$ cat src/rtl/msk_mcinv_col_feeder.sv
// Masked 4x4 column buffer feeding inverse MixColumns: fill four columns, then drain them in order.
// Build option FEEDER_INV_SHIFTROWS_EN folds inverse ShiftRows into the output byte routing.

module msk_mcinv_row_sel #(
    parameter int BW = 16
) (
    input  logic [3:0][BW-1:0] row_bytes,
    input  logic [1:0]         sel,
    input  logic               en,
    output logic [BW-1:0]      q
);
    // Whole-field select only; shares are routed together and never combined.
    assign q = en ? row_bytes[sel] : '0;
endmodule

module msk_mcinv_col_feeder #(
    parameter int d = 2
) (
    input  logic             clk,
    input  logic             rst,
    input  logic             in_valid,
    output logic             in_ready,
    input  logic [8*d-1:0]   in_b0,
    input  logic [8*d-1:0]   in_b1,
    input  logic [8*d-1:0]   in_b2,
    input  logic [8*d-1:0]   in_b3,
    output logic             out_valid,
    input  logic             out_ready,
    output logic [8*d-1:0]   out_b0,
    output logic [8*d-1:0]   out_b1,
    output logic [8*d-1:0]   out_b2,
    output logic [8*d-1:0]   out_b3,
    output logic [1:0]       out_idx,
    output logic             out_last
);
    localparam int BW = 8*d;

    typedef enum logic {FILL, DRAIN} state_t;

    state_t                     state;
    logic [1:0]                 cnt;
    logic [3:0][3:0][BW-1:0]    buf_q;     // [row][col]
    logic [3:0][BW-1:0]         in_col;
    logic [3:0][BW-1:0]         out_col;

    assign in_col = {in_b3, in_b2, in_b1, in_b0};

    always_ff @(posedge clk) begin
        if (rst) begin
            state     <= FILL;
            cnt       <= 2'd0;
            buf_q     <= '0;
            in_ready  <= 1'b1;
            out_valid <= 1'b0;
            out_idx   <= 2'd0;
            out_last  <= 1'b0;
        end else begin
            case (state)
                FILL: begin
                    if (in_valid) begin
                        for (int r = 0; r < 4; r++)
                            buf_q[r][cnt] <= in_col[r];
                        cnt <= cnt + 2'd1;
                        if (cnt == 2'd3) begin
                            state     <= DRAIN;
                            in_ready  <= 1'b0;
                            out_valid <= 1'b1;
                            out_idx   <= 2'd0;
                            out_last  <= 1'b0;
                        end
                    end
                end
                DRAIN: begin
                    if (out_ready) begin
                        cnt <= cnt + 2'd1;
                        if (cnt == 2'd3) begin
                            state     <= FILL;
                            in_ready  <= 1'b1;
                            out_valid <= 1'b0;
                            out_idx   <= 2'd0;
                            out_last  <= 1'b0;
                        end else begin
                            out_idx  <= cnt + 2'd1;
                            out_last <= (cnt == 2'd2);
                        end
                    end
                end
                default: begin
                    state <= FILL;
                    cnt   <= 2'd0;
                end
            endcase
        end
    end

    // Output bytes are a register-driven mux; zeroed whenever no column is presented.
    for (genvar r = 0; r < 4; r++) begin : g_row
        logic [1:0] sel;
`ifdef FEEDER_INV_SHIFTROWS_EN
        assign sel = cnt - 2'(r);
`else
        assign sel = cnt;
`endif
        msk_mcinv_row_sel #(.BW(BW)) u_sel (
            .row_bytes (buf_q[r]),
            .sel       (sel),
            .en        (out_valid),
            .q         (out_col[r])
        );
    end

    assign out_b0 = out_col[0];
    assign out_b1 = out_col[1];
    assign out_b2 = out_col[2];
    assign out_b3 = out_col[3];

endmodule

$ cat config.mk
export PLATFORM = sky130hd
export DESIGN_NAME = msk_mcinv_col_feeder
export DESIGN_NICKNAME = d
export VERILOG_FILES = /design/src/rtl/msk_mcinv_col_feeder.sv
export SDC_FILE = /design/constraint.sdc
export NUM_CORES = 1
export LEC_CHECK = 0
export ABC_AREA = 1
export BUFFER_PORTS_ARGS = -buffer_cell sky130_fd_sc_hd__buf_2
export CORE_MARGIN = 4
export CORE_UTILIZATION = 58
export DETAILED_ROUTE_END_ITERATION = 6
export PLACE_DENSITY_LB_ADDON = 0.1
export SYNTH_ARGS = -nofsm -noshare
export SYNTH_HDL_FRONTEND = slang
export SYNTH_SLANG_ARGS = --single-unit
$ cat constraint.sdc
create_clock -name clk -period 2 [get_ports clk]
set_clock_uncertainty 0.2 [all_clocks]
set_input_delay 0.3 -clock clk [delete_from_list [all_inputs] [get_ports clk]]
set_output_delay 0.3 -clock clk [all_outputs]
set_load 0.01 [all_outputs]
==> Flow_metrics.wiki <==
{| class="wikitable"
! Metric !! Value
|-
| Arrival time of the worst setup path || 1.97 ns
|-
| Total CTS buffers || 28
|-
| Clk_lat worst skew || 0.54 ns
|-
| Shortest period the worst path allows || 2.47 ns
|-
| Sinks on the clock net || 264
|-
| Gp weighted congestion || 0.830
|-
| Initial antenna violation count || 0
|-
| Post-route core utilization || 81.5%
|-
| Unrepaired setup endpoints after global routing || true
|-
| Number of global-route vias before repair || 11.5k
|-
| Number of max-capacitance violations reported || 0
|-
| Post-synth cell types || 20
|-
| Std cell rows || 51
|-
| Wire length of the first global-routing pass || 58200 um
|-
| Maximum number of pins on one net before global-route repair || 53
|-
| Finish-stage setup viols || 128
|-
| Peak supply drop || 0.748 mV
|-
| Crit start category || register
|-
| DR vias || 12.7k
|-
| Detailed-route wire length || 40700 um
|-
| Die X-Extent || 149 um
|-
| Max Freq || 404 MHz
|-
| Pwr Density || 866 mW/mm^2
|-
| P&R area growth vs syn || 37.8%
|-
| IO Count || 137
|-
| Clock tree from TritonCTS || done
|-
| WS Path Type || reg -> out
|-
| Post-route DRC violation count || 0
|-
| Starting utilization of the core area || 59.1%
|-
| Crit share post-route || 124%
|-
| Clock tree root driver cell || sky130_fd_sc_hd__clkbuf_16
|-
| Final std cell area, no fill || 0.0159 sq mm
|-
| Number of diodes added for antenna fixing || 0
|-
| Leakage || 0.00717 uW
|-
| Final number of max-transition violations || 0
|-
| Placed cell count || 2037
|-
| Critical Path End Type || output pin
|-
| Total global routing track utilization || 31.5%
|-
| Cells after synthesis || 1724
|-
| Required time at the endpoint of the critical path || 1.50 ns
|-
| Worst slew pin tran || 0.434 ns
|-
| Die area || 0.0222 sq mm
|-
| Seq cells post-synth || 264
|-
| Mapped Nets || 1796
|-
| Worst slew margin relative to its limit || 71.1%
|-
| Outcome || finished, violations left
|-
| Std-Cell Core Area || 0.0195 sq mm
|-
| Htree depth || 1
|-
| Average cell area after synthesis || 6.70 sq um
|-
| Violation count after the first detailed-routing iteration || 1307
|-
| Cell area after synthesis || 0.0115 sq mm
|-
| Fraction of layout cells with a size suffix above 1 || 22.3%
|-
| Length of the first detailed-routing pass in iterations || 6
|-
| Synth warn || 0
|-
| Post-DRT Antenna Nets || 0
|-
| Number of I/O port buffers || 136
|-
| Nets || 1995
|-
| Violations in the final reports || setup timing
|-
| Chip Height || 149 um
|-
| Critical-path maximum fanout || 6
|-
| Hold WC Path Type || in -> reg
|-
| Routed length per instance || 18.4 um
|-
| Cell area reported after detailed placement || 0.0125 sq mm
|-
| Clock edge transition at the registers on the reported setup and hold paths || 0.06 ns
|-
| Final instance count without filler cells || 2209
|-
| Global route total overflow || 0
|-
| Buffer levels on the longest clock path || 3
|-
| Average via count per standard cell || 5.73
|-
| Sequential-to-total area share from yosys stat || 45.8%
|-
| Hold Vio Cnt, Final || 0
|-
| Post-route worst setup slack || -0.472 ns
|-
| Hpwl dp || 18400 um
|}
==> logic make-up after synthesis <==
family,count (synthesis),synth area share [%]
AND/OR/NAND/NOR,922,30.4
AO/OA/AOI/OAI,391,16.9
flip-flops,264,45.8
buffers and inverters,143,6.47
adder cells (fa/ha/maj),4,0.433
==> critical path, cell delays in order, from the launching register on <==
cell,delay [ns]
sky130_fd_sc_hd__dfxtp_4,0.36
sky130_fd_sc_hd__buf_12,0.16
sky130_fd_sc_hd__buf_12,0.15
sky130_fd_sc_hd__buf_16,0.13
sky130_fd_sc_hd__buf_12,0.12
sky130_fd_sc_hd__nor2_1,0.13
sky130_fd_sc_hd__nor2_1,0.06
sky130_fd_sc_hd__o21ai_1,0.08
sky130_fd_sc_hd__a21oi_1,0.07
sky130_fd_sc_hd__buf_2,0.15
==> cell type report <==
cell class              count  area (sq um)
multi-input cells        1317          6060
clock buffers              44           872
inverters                  15          90.1
flip-flops and latches    264          5290
repair buffers            296          3150
clock inverters             7           110
well taps                 265           332
repair inverters            1          8.76
fillers                  1292          3610
==> sequential cells by signal (all words and copies together) (netlist names) <==
signal / cells
buf_q: 256
cnt: 2
out_idx: 2
in_ready: 1
out_last: 1
out_valid: 1
state: 1
==> path summary, 6_finish.rpt <==
kind	from	to	slack [ns]	cells past startpoint
max	cnt[0]$_SDFFE_PP0P_	out_b3[2]	-0.47	9
min	in_valid	cnt[0]$_SDFFE_PP0P_	0.24	5
max reg2reg	cnt[0]$_SDFFE_PP0P_	buf_q[19]$_SDFFE_PP0P_	-0.13	12
min reg2reg	in_ready$_SDFFE_PP1P_	in_ready$_SDFFE_PP1P_	0.27	2
==> metrics by stage <==
step	hold slack, ns	TNS (ns)	worst slack (ns)	total power, uW
after detailed placement	0.254	0	0.113	7490
final	0.237	-27.57	-0.472	13800
after floorplan	0.169	0	0.139	6940
after global placement	0.253	0	0.165	7460
after CTS	0.120	-19.81	-0.350	13300
after global routing	0.264	-33.12	-0.551	14200
==> power by group <==
part / switching [uW] / internal, uW
registers: 206 / 5610
clock network: 2130 / 3360
logic: 1430 / 1050
total: 3760 / 10000
==> cells in the mapped netlist, drive strengths merged <==
cell	count	area share (%)
inv	15	0.49
clkbuf	46	1.6
buf	82	4.4
nand3	5	0.22
dfxtp	264	46
ha	4	0.43
o21ai	322	14
nand2	267	8.7
nand4	1	0.054
a21oi	69	3.0
nor2	649	21
==> per-layer routing <==
metal	up-vias	GRT usage (%)	wire length, um
met5	-	0	0
met4	0	9.89	1730
met3	150	4.47	3420
met2	701	54.2	19700
met1	5899	41.2	15900
li1	5912	-	-
==> layout by cell type (no fill, tap or decap), types with 36 or more instances in the layout <==
master,instances
sky130_fd_sc_hd__a21oi_1,42
sky130_fd_sc_hd__o21ai_2,36
sky130_fd_sc_hd__buf_2,136
sky130_fd_sc_hd__clkbuf_16,46
sky130_fd_sc_hd__o21ai_0,160
sky130_fd_sc_hd__dlygate4sd3_1,66
sky130_fd_sc_hd__dfxtp_1,262
sky130_fd_sc_hd__o21ai_1,126
sky130_fd_sc_hd__nor2_1,591
sky130_fd_sc_hd__nand2_1,244
==> repair_timing <==
| action | 4_1_cts | 5_1_grt |
|---|---|---|
| cloned | 13 | 20 |
| gates resized for setup | 93 | 225 |
| setup endpoints to repair | 64 | 136 |
| endpoints found under the hold margin | 261 | 0 |
| buffers inserted | 6 | 20 |
| hold buffers | 66 | 0 |
| pin swaps | 11 | 63 |
Note: power is estimated with default switching activity, not from simulation.
